**config.mk**
```make
export PLATFORM = sky130hd
export DESIGN_NAME = ifetch_unit
export DESIGN_NICKNAME = d
export VERILOG_FILES = /design/src/rtl/mips_pkg.sv /design/src/rtl/ifetch_unit_pc_next.sv /design/src/rtl/ifetch_unit.sv
export SDC_FILE = /design/constraint.sdc
export NUM_CORES = 1
export LEC_CHECK = 0
export BUFFER_PORTS_ARGS = -buffer_cell sky130_fd_sc_hd__buf_2
export CAP_MARGIN = 40
export CORE_ASPECT_RATIO = 1.1
export CORE_UTILIZATION = 47
export DETAILED_ROUTE_END_ITERATION = 8
export PLACE_DENSITY = 0.78
export SLEW_MARGIN = 10
export SYNTH_ARGS = -nofsm -noshare
export SYNTH_HDL_FRONTEND = slang
export SYNTH_SLANG_ARGS = --single-unit
export TNS_END_PERCENT = 5
```
**constraint.sdc**
```tcl
create_clock -name clk -period 3.88 [get_ports clk]
set_input_delay 0.776 -clock clk [delete_from_list [all_inputs] [get_ports clk]]
set_output_delay 0.776 -clock clk [all_outputs]
set_load 0.03 [all_outputs]
```
**src/rtl/mips_pkg.sv**
```systemverilog
// Shared types and instruction field positions for the MIPS core.
// The fetch unit and its next-PC helper both import this package.
package mips_pkg;

  typedef enum logic [1:0] {
    IDLE = 2'd0,
    REQ  = 2'd1,
    WAIT = 2'd2,
    HOLD = 2'd3
  } fetch_state_t;

  localparam int OP_MSB    = 31;
  localparam int OP_LSB    = 26;
  localparam int FUNCT_MSB = 5;
  localparam int FUNCT_LSB = 0;
  localparam int IMM_MSB   = 15;
  localparam int IMM_LSB   = 0;
  localparam int TGT_MSB   = 25;
  localparam int TGT_LSB   = 0;

  localparam logic [31:0] RESET_PC_DEFAULT = 32'h0000_0000;

  // Branch offset: sign-extended immediate, scaled to a byte offset.
  function automatic logic [31:0] branch_offset(input logic [15:0] imm);
    return {{14{imm[15]}}, imm, 2'b00};
  endfunction

endpackage

```
**src/rtl/ifetch_unit_pc_next.sv**
```systemverilog
// Combinational next-PC selection: sequential, taken branch or J-type jump.
// Jump takes priority over a taken branch; all sums wrap modulo 2^32.
module pc_next
  import mips_pkg::*;
(
  input  logic [31:0] i_pc,
  input  logic [15:0] i_imm,
  input  logic [25:0] i_target,
  input  logic        i_pcsrc,
  input  logic        i_jump,
  output logic [31:0] o_pcplus4,
  output logic [31:0] o_pc_next
);

  logic [31:0] w_pcplus4;
  logic [31:0] w_pc_branch;
  logic [31:0] w_pc_jump;

  assign w_pcplus4   = i_pc + 32'd4;
  assign w_pc_branch = w_pcplus4 + branch_offset(i_imm);
  assign w_pc_jump   = {w_pcplus4[31:28], i_target, 2'b00};

  always_comb begin
    o_pc_next = w_pcplus4;
    if (i_jump) begin
      o_pc_next = w_pc_jump;
    end else if (i_pcsrc) begin
      o_pc_next = w_pc_branch;
    end
  end

  assign o_pcplus4 = w_pcplus4;

endmodule

```
**src/rtl/ifetch_unit.sv**
```systemverilog
// Instruction fetch unit: owns the PC, issues one valid/ready fetch at a time
// and holds the returned word in the instruction register until acknowledged.
//
// state | meaning
// ------+-------------------------------------------------------------
// IDLE  | one cycle after reset, no request
// REQ   | request pending at pc, held until imem_req_ready
// WAIT  | request accepted, waiting for imem_rsp_valid
// HOLD  | instr valid, waiting for instr_ack to step the PC
module ifetch_unit
  import mips_pkg::*;
#(
  parameter logic [31:0] RESET_PC = RESET_PC_DEFAULT
) (
  input  logic        clk,
  input  logic        reset,
  output logic        imem_req_valid,
  input  logic        imem_req_ready,
  output logic [31:0] imem_addr,
  input  logic        imem_rsp_valid,
  input  logic [31:0] imem_rdata,
  output logic [31:0] instr,
  output logic        instr_valid,
  output logic [5:0]  op,
  output logic [5:0]  funct,
  input  logic        instr_ack,
  input  logic        pcsrc,
  input  logic        jump,
  output logic [31:0] pc,
  output logic [31:0] pcplus4
);

  localparam logic [31:0] RESET_PC_ALIGNED = {RESET_PC[31:2], 2'b00};

  fetch_state_t r_state;
  logic [31:0]  r_pc;
  logic [31:0]  r_instr;
  logic         r_req_valid;
  logic         r_instr_valid;

  logic [31:0]  w_pcplus4;
  logic [31:0]  w_pc_next;

  pc_next u_pc_next (
    .i_pc      (r_pc),
    .i_imm     (r_instr[IMM_MSB:IMM_LSB]),
    .i_target  (r_instr[TGT_MSB:TGT_LSB]),
    .i_pcsrc   (pcsrc),
    .i_jump    (jump),
    .o_pcplus4 (w_pcplus4),
    .o_pc_next (w_pc_next)
  );

  // Responses, acks and branch controls only matter in their own state,
  // so a stray handshake elsewhere cannot disturb the PC or instr.
  always_ff @(posedge clk or negedge reset) begin
    if (!reset) begin
      r_state       <= IDLE;
      r_pc          <= RESET_PC_ALIGNED;
      r_instr       <= '0;
      r_req_valid   <= 1'b0;
      r_instr_valid <= 1'b0;
    end else begin
      case (r_state)
        IDLE: begin
          r_state     <= REQ;
          r_req_valid <= 1'b1;
        end
        REQ: begin
          if (imem_req_ready) begin
            r_state     <= WAIT;
            r_req_valid <= 1'b0;
          end
        end
        WAIT: begin
          if (imem_rsp_valid) begin
            r_state       <= HOLD;
            r_instr       <= imem_rdata;
            r_instr_valid <= 1'b1;
          end
        end
        HOLD: begin
          if (instr_ack) begin
            r_state       <= REQ;
            r_pc          <= w_pc_next;
            r_instr_valid <= 1'b0;
            r_req_valid   <= 1'b1;
          end
        end
        default: begin
          r_state       <= IDLE;
          r_req_valid   <= 1'b0;
          r_instr_valid <= 1'b0;
        end
      endcase
    end
  end

  assign imem_req_valid = r_req_valid;
  assign imem_addr      = r_pc;
  assign pc             = r_pc;
  assign pcplus4        = w_pcplus4;
  assign instr          = r_instr;
  assign instr_valid    = r_instr_valid;
  assign op             = r_instr[OP_MSB:OP_LSB];
  assign funct          = r_instr[FUNCT_MSB:FUNCT_LSB];

endmodule

```
* Word level (Yosys, flattened, before mapping)
Index checks and enable logic that the tools add are counted.
** Word-level totals
- Output and inout port bits :: 142
- Logic and storage cells :: 33
- Bits in registers :: 68
** Cells by class
- Equal/unequal tests :: 6
- Reduce and logical (&&, ||, !) cells :: 8
- Add/subtract/negate cells :: 2
- Muxes and demuxes :: 12
** Operators with widths (count)
- $mux 32 :: 2
- $add 32x3->32 const B :: 1
- $add 32x32->32 :: 1
- $reduce_and 3->1 :: 3
- $pmux 2 s4 :: 1
- $mux 2 :: 3
- $ne 2x2->1 const B :: 3
- $eq 2x2->1 const B :: 2
- $mux 1 :: 4
- $reduce_and 2->1 :: 2
- $pmux 1 s3 :: 1
- $reduce_bool 3->1 :: 1
- $eq 2x1->1 const B :: 1
- $logic_not 2->1 :: 1
- $pmux 1 s2 :: 1
- $reduce_bool 2->1 :: 1

* Logic depth before layout (Yosys ltp)
Gate-level depths: netlist of run 1.
- Depth in word-level cells :: 4
- Mapped depth :: 18
- Mapped depth without buffers :: 17

* By module
A second synthesis of run 1 with hierarchy kept.
** Second synthesis, totals
- Cell total of the unflattened synthesis :: 612
- Area, all modules :: 5906.9 sq um
** By module, submodules not included
- ifetch_unit :: instances 1, cells an instance 204, area an instance 3129.3 sq um
- pc_next :: instances 1, cells an instance 408, area an instance 2777.7 sq um

* Worst setup path after synthesis of run 1
Ideal clock, no wire load.
- Path kind :: register to register
- Start point :: reg r_pc[3], in the netlist imem_addr[3]
- End point :: reg r_pc[31], in the netlist imem_addr[31]
- Data arrival time :: 4.411 ns
- Slack :: -0.613 ns
- Buffers on the path :: 1
- Cell stages (with the launch flop) :: 19
- Data required time :: 3.798 ns
- Path through :: dfrtp_1 > ha_1 > and4_4 > nand4_2 > nor2_2 > and3_1 > buf_4 > nand3_1 > xnor2_1 > ha_1 > a21o_1 > a21oi_1 > o21bai_1 > a21o_1 > a211o_1 > o221ai_1 > mux2i_1 > nand4_1 > a31oi_1
** Between the ends
- Cells in the longest elaborated chain, start to end :: 4
** Ends and longest elaborated chain
- start: declaration :: RTL line ifetch_unit.sv:36 : logic [31:0] r_pc;
- start signal: assignment :: RTL line ifetch_unit.sv:85 : r_pc <= w_pc_next;
- $add 32x3->32 :: RTL line ifetch_unit_pc_next.sv:19 : assign w_pcplus4 = i_pc + 32'd4;
- net pcplus4[24] :: RTL line ifetch_unit.sv:30 : output logic [31:0] pcplus4
- $add 32x32->32 :: RTL line ifetch_unit_pc_next.sv:20 : assign w_pc_branch = w_pcplus4 + branch_offset(i_imm);
- $mux 32 :: RTL line ifetch_unit_pc_next.sv:27 : end else if (i_pcsrc) begin
- $mux 32 :: RTL line ifetch_unit_pc_next.sv:25 : if (i_jump) begin
The timed path passes the listed nets, and every way through them passes these cells.
A chain may end at the register's enable or synchronous reset.

* Worst setup path after layout of run 1
- Start point :: reg r_pc[3], in the netlist imem_addr[3]
- End point :: reg r_pc[31], in the netlist imem_addr[31]
** Between the ends
- Cells in the longest elaborated chain, start to end :: 4
** Ends and longest elaborated chain (RTL line)
- $add 32x3->32 * :: ifetch_unit_pc_next.sv:19
- $add 32x32->32 :: ifetch_unit_pc_next.sv:20
- $mux 32 :: ifetch_unit_pc_next.sv:27
- $mux 32 * :: ifetch_unit_pc_next.sv:25
Mark *: on every way between the ends. The rest lies on a longest branch, timed or not.

==> run_results.csv, run 1 <==
group,metric,value,unit
run_status,run_status,"finished, final reports clean",
critical_path,critPathLaunchType,"flip-flop",
critical_path,worst-path-max-fanout,5,
sta,finalSetupTns,0,ps
yosys,ys_types,75,
global_routing,grt_use_total,26.0,%
global_routing,grt_pass1_wl,25.9,mm
yosys,syn_area_per_cell,8.66,sq um
die,fp.dieW,107,microns
placed_design,globalplace.congestion,0.931,
finish,area_delta_synth_final,22.1,%
critical_path,cp_slowest_cell,"dfrtp_2",
sta,fin_crit,3650,ps
die,die_y,117,microns
die,io_pins,181,
drt,firstDrtPassIters,5,
yosys,syn_inst,656,
die,core.rowCount,41,
critical_path,worstReg2RegStart,"imem_addr[3]$_DFFE_PN0P_",
die,die_area,12500,sq um
critical_path,cp-end-kind,"flip-flop",
drt,final_antenna_net_count,0,
finish,num_antenna_cells,0,
critical_path,cp_top_family,"compound AO/OA/AOI/OAI gates",
yosys,synth-main-ff-cell,"dfrtp_1",
yosys,async_flop_share,100,%
yosys,synth_area,5680,sq um
yosys,ys.warnings.count,0,
placed_design,hpwl,12.1,mm
yosys,synth_compound_area_share,21.1,%
sta,fmax,274,MHz
clocking,clock-sinks,66,
die,initial_core_util,48.8,%
yosys,synth_top_family_by_area,"compound AO/OA/AOI/OAI gates",
critical_path,r2r_cells,17,
finish,finalNetCount,874,
critical_path,slowest_delay,420,ps
sta,worst_slew_pin_slew,857,ps
yosys,yosys.area_share.simple,15.3,%
global_routing,grt_max_degree,41,
yosys,synth.area.mux_share,8.48,%
sta,hold_violations,0,
drt,finalWirelength,16.1,mm
critical_path,cp.required,4070,ps
critical_path,timing.rr.end,"imem_addr[31]$_DFFE_PN0P_",
drt,drtIter0Drc,317,
clocking,root_buffer,"clkbuf_16",
drt,vias,5421,
clocking,insertion_delay,340,ps
sta,fin_crit_sh,94.2,%
sta,setup_violations,0,
placed_design,io_buffers,174,
global_routing,gr-total-overflow,0,
sta,finalMaxSlewViolations,0,
yosys,synth_edf_count,0,
clocking,holdBufCountCts,0,
clocking,cts_tree,"yes",
clocking,ctsHtreeMaxLevel,3,
yosys,ys_seq_elements,66,
sta,fin_skew,7.78,ps
hold_path,hp-class,"in2async",
drt,routed_via_density,5.71,
critical_path,r2r_slack,230,ps
sta,relSlewSlack,42.9,%
die,core,11600,sq um
yosys,synthAdderAreaFrac,9.16,%
clocking,cts_buffers,9,
critical_path,cp_cell_sequence,"ha_4 -> and4_4 -> nand4_4 -> nor2_2 -> and3_1 -> nand3_2 -> xnor2_4 -> ha_4 -> a21o_1 -> a21oi_2 -> o21bai_1 -> a21o_1 -> a211o_1 -> o221ai_2 -> mux2i_1 -> a31o_1 -> a31oi_1",
global_routing,grt_antenna_before_repair,0,
yosys,synth-xor-area-share,7.40,%
clocking,clk_pin_slew,60,ps
finish,n_fill_cell,1020,
flow_run,cap_violations,0,
critical_path,crit_type,"reg2reg",
yosys,synth-seq-area-share,29.1,%
drt,wl_per_cell,17.0,microns
drt,drc_errors,0,
critical_path,arrival,3840,ps
finish,drive_above_1_share,34.9,%
clocking,cts_max_path_buffers,2,
critical_path,worst-path-buf-inv,0,
global_routing,grt_pass1_vias,5099,
-- cells in the mapped netlist (11+ instances only) --
cell / count / area share, %
nor2_1: 39 / 2.6
mux2i_1: 11 / 1.9
o21ai_0: 52 / 4.6
buf_4: 49 / 6.5
inv_1: 18 / 1.2
ha_1: 40 / 8.8
nand3_1: 27 / 2.4
clkbuf_1: 19 / 1.3
xnor2_1: 29 / 4.5
a21oi_1: 52 / 4.6
mux2_2: 32 / 6.3
nand2_1: 57 / 3.8
xor2_1: 19 / 2.9
dfrtp_1: 66 / 29
a21o_1: 16 / 2.1
-- worst max path at each step --
stage,start,end,slack [ps],depth (start not counted)
final,imem_addr[3]$_DFFE_PN0P_,imem_addr[31]$_DFFE_PN0P_,230,17
after detailed placement,imem_addr[4]$_DFFE_PN0P_,imem_addr[31]$_DFFE_PN0P_,40,15
after floorplan,imem_addr[2]$_DFFE_PN0P_,imem_addr[31]$_DFFE_PN0P_,-60,18
after global routing,imem_addr[4]$_DFFE_PN0P_,imem_addr[30]$_DFFE_PN0P_,-0.8,14
after CTS,imem_addr[4]$_DFFE_PN0P_,imem_addr[31]$_DFFE_PN0P_,40,15
after global placement,imem_addr[4]$_DFFE_PN0P_,imem_addr[31]$_DFFE_PN0P_,150,15
-- cell type report --
cell class | instances | area (sq um) | share of cell area, %
Multi-Input combinational cell | 502 | 3650 | 52.6
Sequential cell | 66 | 1660 | 23.9
Timing Repair Buffer | 196 | 1050 | 15.1
Clock buffer | 9 | 225 | 3.25
Tap cell | 150 | 188 | 2.71
Clock inverter | 7 | 98.8 | 1.43
Inverter | 19 | 71.3 | 1.03
-- cells by family (layout without fill, tap and decap cells) --
family / count (synthesis) / count (layout)
and+or+nand+nor: 177 / 177
DFF: 66 / 66
xor gates and xnor gates: 48 / 48
adders and majority gates: 41 / 41
buffers and inverters: 93 / 231
other: 1 / 6
AOI/OAI and AO/OA: 186 / 186
muxes: 44 / 44
-- repair_timing --
action	4_1_cts	5_1_grt
gates resized for setup	0	11
setup endpoints to repair	0	7
setup buffers	0	4
hold endpoints to repair	0	0
-- per-layer routing --
| metal | vias up | wire length, microns | track usage [%] |
|---|---|---|---|
| li1 | 2592 | - | - |
| met1 | 2573 | 6940 | 33.8 |
| met2 | 221 | 7690 | 42.1 |
| met3 | 35 | 1060 | 4.45 |
| met4 | 0 | 457 | 11.2 |
| met5 | - | 0 | 0 |
-- flip-flops by register name (all words and copies together), names as in the netlist --
signal and flops:
instr 32, imem_addr 30, r_state 2, imem_req_valid 1, instr_valid 1
-- cell usage in the layout (no fill, tap or decap), types with 3 or more instances in the layout --
master / count
a21boi_0: 6
clkbuf_16: 9
inv_1: 18
dfrtp_1: 63
nor3b_1: 3
o21ai_1: 5
nand2_1: 57
buf_2: 174
or3_1: 3
a21oi_1: 51
a21o_1: 16
dfrtp_2: 3
xnor2_1: 25
and4_1: 4
xnor2_2: 3
nand3_2: 3
inv_6: 3
and2_1: 5
nor2_1: 39
nor3_1: 7
nand3_1: 24
a211oi_1: 6
mux2i_1: 11
o31ai_1: 3
ha_1: 38
and3_1: 7
o21bai_1: 4
xor2_1: 18
buf_4: 21
o21ai_0: 52
conb_1: 6
mux2_2: 32
o211ai_1: 6
nand4_1: 6
-- through the flow --
stage | hold slack [ps] | worst slack [ps] | instances | util, % | instance area (sq um)
CTS | 496 | 40.6 | 945 | 58.7 | 6840
global placement | 494 | 152 | 929 | 56.0 | 6520
floorplan | 480 | -63.9 | 661 | - | 5770
global route | 538 | -0.811 | 949 | 59.6 | 6940
finish | 479 | 226 | 949 | 59.6 | 6940
detailed placement | 505 | 41.6 | 929 | 56.0 | 6520
Power of run 1 is left out: the tool's default activity adds up to more than one toggle a clock period on the data nets, which glitch-free logic cannot reach.
==> run 2: changes to the inputs <==
- ABC_AREA: not set -> 1
- CORE_UTILIZATION: 47 -> 49
- PLACE_DENSITY: 0.78 -> 0.79
==> run_results.csv, run 2 <==
group,metric,value,unit
drt,finalWirelength,22.1,mm
sta,fin_crit_sh,91.1,%
clocking,ctsHtreeMaxLevel,3,
yosys,ys.warnings.count,0,
critical_path,r2r_cells,18,
drt,wl_per_cell,16.1,microns
global_routing,grt_use_total,32.7,%
finish,drive_above_1_share,18.4,%
finish,layout_common_cells,"401 x nand2_1, 174 x buf_2, 153 x inv_1",
placed_design,globalplace.congestion,1.04,
yosys,syn_inst,1075,
sta,finalMaxSlewViolations,0,
sta,setup_violations,0,
yosys,synth-seq-area-share,25.4,%
global_routing,grt_pass1_wl,34.4,mm
finish,finalNetCount,1285,
sta,hold_violations,0,
finish,seqCellArea,1650,sq um
yosys,syn_area_per_cell,6.04,sq um
die,io_pins,181,
hold_path,hp-class,"reg2reg",
critical_path,cp_cell_sequence,"ha_1 -> nand3_2 -> inv_1 -> nand2_1 -> nor2_2 -> nand3_1 -> xor2_2 -> ha_1 -> nand2_1 -> nor2_2 -> inv_1 -> nor2_1 -> nand4_1 -> nand3_1 -> nand2_1 -> nand3_1 -> nand2_1 -> a21oi_1",
yosys,synth_area,6490,sq um
yosys,ys_seq_elements,66,
flow_run,cap_violations,0,
sta,worst_slew_pin_slew,825,ps
yosys,synth-main-ff-cell,"dfrtp_1",
critical_path,cp-end-kind,"flip-flop",
yosys,synth.area.mux_share,0,%
critical_path,worstReg2RegStart,"imem_addr[2]$_DFFE_PN0P_",
yosys,synth_top_family_by_area,"simple AND/OR/NAND/NOR gates",
critical_path,cp_top_family,"simple AND/OR/NAND/NOR gates",
sta,finalSetupTns,0,ps
die,die_area,13700,sq um
critical_path,startpoint,"imem_addr[2]$_DFFE_PN0P_",
yosys,synth_compound_area_share,9.75,%
yosys,synth_area_leader_cell,"dfrtp_1",
finish,mostFrequentLayoutCell,"nand2_1",
critical_path,cp.required,4140,ps
critical_path,worst-path-stages,18,
critical_path,arrival,3790,ps
drt,drtIter0Drc,829,
yosys,async_flop_share,100,%
global_routing,grt_max_degree,38,
sta,relSlewSlack,45.0,%
yosys,ys_types,36,
critical_path,cp_slowest_cell,"dfrtp_1",
drt,vias,7321,
drt,final_antenna_net_count,0,
hold_path,worstHoldPathCells,2,
sta,rsz0062_at_grt,"no",
yosys,synthAdderAreaFrac,8.02,%
clocking,clk_pin_slew,60,ps
drt,routed_via_density,5.36,
finish,num_antenna_cells,0,
sta,fin_crit,3540,ps
clocking,cts_tree,"yes",
critical_path,worst-path-max-fanout,6,
die,fp.dieW,112,microns
yosys,synthTopCellsByArea,"dfrtp_1 25%, nand2_1 23%, inv_1 8.8%",
placed_design,io_buffers,174,
yosys,synth-xor-area-share,2.70,%
yosys,synth_edf_count,0,
sta,fmax,283,MHz
finish,n_fill_cell,1301,
clocking,clock-sinks,66,
run_status,failed_checks,"design-rule violations",
critical_path,critPathLaunchType,"flip-flop",
placed_design,dp_cells,1351,
finish,largest_reg_flops,32,
clocking,cts_max_path_buffers,2,
yosys,synth_common_cells,"401 x nand2_1, 153 x inv_1, 93 x nor2_1",
global_routing,gr-total-overflow,0,
finish,multiInputGateArea,3840,sq um
sta,fin_skew,5.32,ps
die,die_y,123,microns
yosys,yosys.area_share.simple,38.1,%
clocking,root_buffer,"clkbuf_16",
die,initial_core_util,50.9,%
yosys,synth_top_area_share,25.4,%
finish,area_delta_synth_final,16.5,%
drt,drc_errors,2,
clocking,postCtsSetupBuffers,0,
finish,stdcell_count,1367,
run_status,run_status,"complete, but fails checks",
die,core,12800,sq um
placed_design,hpwl,17.5,mm
critical_path,worst-path-buf-inv,2,
global_routing,grt_pass1_vias,6662,
clocking,cts_buffers,9,
drt,firstDrtPassIters,9,
global_routing,grt_antenna_before_repair,0,
die,core.rowCount,43,
critical_path,cp_common_cell,"nand2_1",
critical_path,slowest_delay,430,ps
critical_path,crit_type,"reg2reg",
clocking,insertion_delay,340,ps
yosys,synth_most_common_cell,"nand2_1",
hold_path,holdCritStartpoint,"instr[30]$_DFFE_PN0P_",
run 2: changes by cell type after synthesis, sizes merged, moves of 32 or more:
cell   change
inv      +139
mux2      -33
nand2    +349
nand3     +35
nor2      +58
o21ai     -32
run 2: final timing paths:
path                                                  end  slack (ps)
worst max-delay path            imem_addr[22]$_DFFE_PN0P_         340
worst min register to register      instr[30]$_DFFE_PN0P_         500
worst min-delay path                instr[30]$_DFFE_PN0P_         500
max in group asynchronous       imem_addr[28]$_DFFE_PN0P_        2370
worst max register to register  imem_addr[22]$_DFFE_PN0P_         340
min in group asynchronous            instr[2]$_DFFE_PN0P_         520
run 2: logic make-up (layout without fill, tap and decap cells):
| logic type | after synthesis | count (layout) |
|---|---|---|
| and+or+nand+nor | 603 | 603 |
| buffers and inverters | 227 | 357 |
| AOI/OAI and AO/OA | 117 | 117 |
| DFF | 66 | 66 |
| adders and majority gates | 41 | 41 |
| xor gates and xnor gates | 20 | 20 |
| other | 1 | 6 |
run 2: metrics by stage:
step                      utilization [%]  hold slack [ps]  setup slack (ps)  instance area, sq um
after CTS                            59.2              499               254                  7550
after floorplan                         -              480               541                  6510
after global placement               56.4              481               261                  7190
final                                59.3              497               345                  7560
after detailed placement             56.8              483               275                  7240
after global routing                 59.3              538              71.6                  7560
run 2: worst reg2reg max path, stage by stage (launching register included):
cell	delay, ps
dfrtp_1	430
ha_1	230
nand3_2	140
inv_1	130
nand2_1	120
nor2_2	240
nand3_1	170
xor2_2	230
ha_1	420
nand2_1	160
nor2_2	210
inv_1	60
nor2_1	230
nand4_1	210
nand3_1	120
nand2_1	50
nand3_1	110
nand2_1	80
a21oi_1	140
run 2: final cells by class:
type / instances / share of cell area, %
sequential: 66 / 21.8
inverter: 159 / 7.89
timing repair buffer: 182 / 12.8
clock inverter: 4 / 0.662
clock buffer: 12 / 3.39
multi-input combinational: 787 / 50.8
tap: 157 / 2.60
run 2: repair_timing:
action	in CTS	in global routing
endpoints found under the setup margin	0	6
gates resized for setup	0	3
hold buffers	0	0
run 2: metal layers:
layer | global-route usage, % | vias up | share of wire [%]
li1 | - | 3556 | -
met2 | 53.1 | 369 | 45
met5 | 0 | - | 0
met1 | 42.7 | 3329 | 41
met3 | 5.73 | 67 | 9.3
met4 | 14.4 | 0 | 4.3
Power of run 2 is left out for the same reason.
==> run 3: changes to the inputs <==
- CORE_UTILIZATION: 49 -> 33
- PLACE_DENSITY: 0.79 -> not set
==> run_results.csv, run 3 (same netlist as run 2, synthesis figures left out) <==
group,metric,value,unit
run_status,run_status,"finished, final reports clean",
sta,hold_violations,0,
global_routing,grt_antenna_before_repair,0,
drt,drc_errors,0,
critical_path,arrival,3770,ps
placed_design,io_buffers,174,
finish,multiInputGateArea,3830,sq um
die,core.rowCount,53,
hold_path,hp-class,"in2async",
sta,hold_slack,276,ps
placed_design,hpwl,19.0,mm
clocking,ctsHtreeMaxLevel,3,
clocking,cts_buffers,9,
finish,num_antenna_cells,0,
finish,mostFrequentLayoutCell,"nand2_1",
global_routing,grt_pass1_vias,6674,
global_routing,grt_pass1_wl,36.5,mm
flow_run,cap_violations,0,
sta,fin_crit,3540,ps
drt,routed_via_density,4.85,
global_routing,grt_max_degree,36,
drt,vias,7089,
drt,finalWirelength,23.2,mm
die,fp.dieW,136,microns
finish,drive_above_1_share,18.8,%
critical_path,cp.required,4110,ps
global_routing,gr-total-overflow,0,
drt,wl_per_cell,15.9,microns
sta,setup_violations,0,
finish,n_fill_cell,2108,
critical_path,cp_common_cell,"nand2_1",
clocking,clk_pin_slew,60,ps
clocking,clock-sinks,66,
critical_path,worst-path-max-fanout,6,
critical_path,cp-end-kind,"flip-flop",
sta,relSlewSlack,44.9,%
clocking,post_cts_resized,0,
die,initial_core_util,33.9,%
sta,finalMaxSlewViolations,0,
critical_path,slowest_delay,420,ps
sta,finalSetupTns,0,ps
sta,fmax,282,MHz
critical_path,cp_slowest_cell,"dfrtp_1",
finish,finalNetCount,1291,
drt,firstDrtPassIters,5,
clocking,cts_max_path_buffers,2,
sta,fin_crit_sh,91.3,%
global_routing,grt_use_total,23.8,%
finish,largest_reg_flops,32,
clocking,root_buffer,"clkbuf_16",
sta,worst_slew_pin_slew,826,ps
drt,final_antenna_net_count,0,
clocking,holdBufCountCts,0,
die,io_pins,181,
critical_path,cp_cell_sequence,"ha_1 -> nand3_2 -> inv_1 -> nand2_1 -> nor2_2 -> nand3_1 -> xor2_2 -> ha_1 -> nand2_1 -> inv_1 -> nand2_1 -> nand2_1 -> a21oi_1 -> nor2_1 -> nor2_1 -> nand2_1 -> nand2_1 -> nand3_1 -> nand2_1 -> nand2_1",
die,core,19200,sq um
placed_design,globalplace.congestion,0.982,
clocking,insertion_delay,340,ps
finish,stdcell_count,1463,
sta,fin_skew,9.28,ps
clocking,cts_tree,"yes",
die,die_area,20200,sq um
finish,seqCellArea,1650,sq um
sta,rsz0062_at_grt,"no",
critical_path,critPathLaunchType,"flip-flop",
finish,area_delta_synth_final,18.6,%
die,die_y,149,microns
critical_path,crit_type,"reg2reg",
drt,drtIter0Drc,559,
clocking,postCtsSetupBuffers,0,
placed_design,dp_cells,1447,
finish,layout_common_cells,"401 x nand2_1, 174 x buf_2, 153 x inv_1",
==> run 3: path summary, 6_finish.rpt <==
check,startpoint,depth (start not counted),endpoint,slack [ps]
worst min register to register,imem_req_valid$_DFFE_PN0P_,1,imem_req_valid$_DFFE_PN0P_,500
max in group asynchronous,reset,3,imem_addr[7]$_DFFE_PN0P_,2870
min in group clk,imem_req_valid$_DFFE_PN0P_,1,imem_req_valid$_DFFE_PN0P_,500
worst min-delay path,reset,1,imem_addr[10]$_DFFE_PN0P_,280
worst max register to register,imem_addr[2]$_DFFE_PN0P_,20,imem_addr[29]$_DFFE_PN0P_,340
worst max-delay path,imem_addr[2]$_DFFE_PN0P_,20,imem_addr[29]$_DFFE_PN0P_,340
==> run 3: cell type report <==
cell class	count	area share, %
Clock inverter	7	0.910
Tap cell	247	4.02
Sequential cell	66	21.5
Multi-Input combinational cell	787	49.8
Clock buffer	9	2.93
Inverter	159	7.75
Timing Repair Buffer	188	13.1
==> run 3: worst max-delay path, delay by kind of cell, from the launching register on <==
family | cells | cell delay (ps)
AND/OR/NAND/NOR | 14 | 1660
adder cells (fa/ha/maj) | 2 | 600
flip-flops | 1 | 420
XOR/XNOR | 1 | 310
AO/OA/AOI/OAI | 1 | 250
buffers and inverters | 2 | 180
==> run 3: stage by stage <==
step	setup WS [ps]	area (sq um)	util, %
after floorplan	541	6510	-
after global placement	184	7340	38.3
after detailed placement	172	7390	38.6
after CTS	164	7690	40.1
after global routing	15.4	7700	40.2
final	336	7700	40.2
==> run 3: per-layer routing <==
metal,share of wire (%),track usage [%],wire (microns),up-vias
met2,47,39.9,11000,224
met3,4.7,2.04,1100,52
li1,-,-,-,3585
met5,0,0,0,-
met1,44,30.9,10300,3228
met4,3.8,10.4,875,0
Power of run 3 is left out for the same reason.
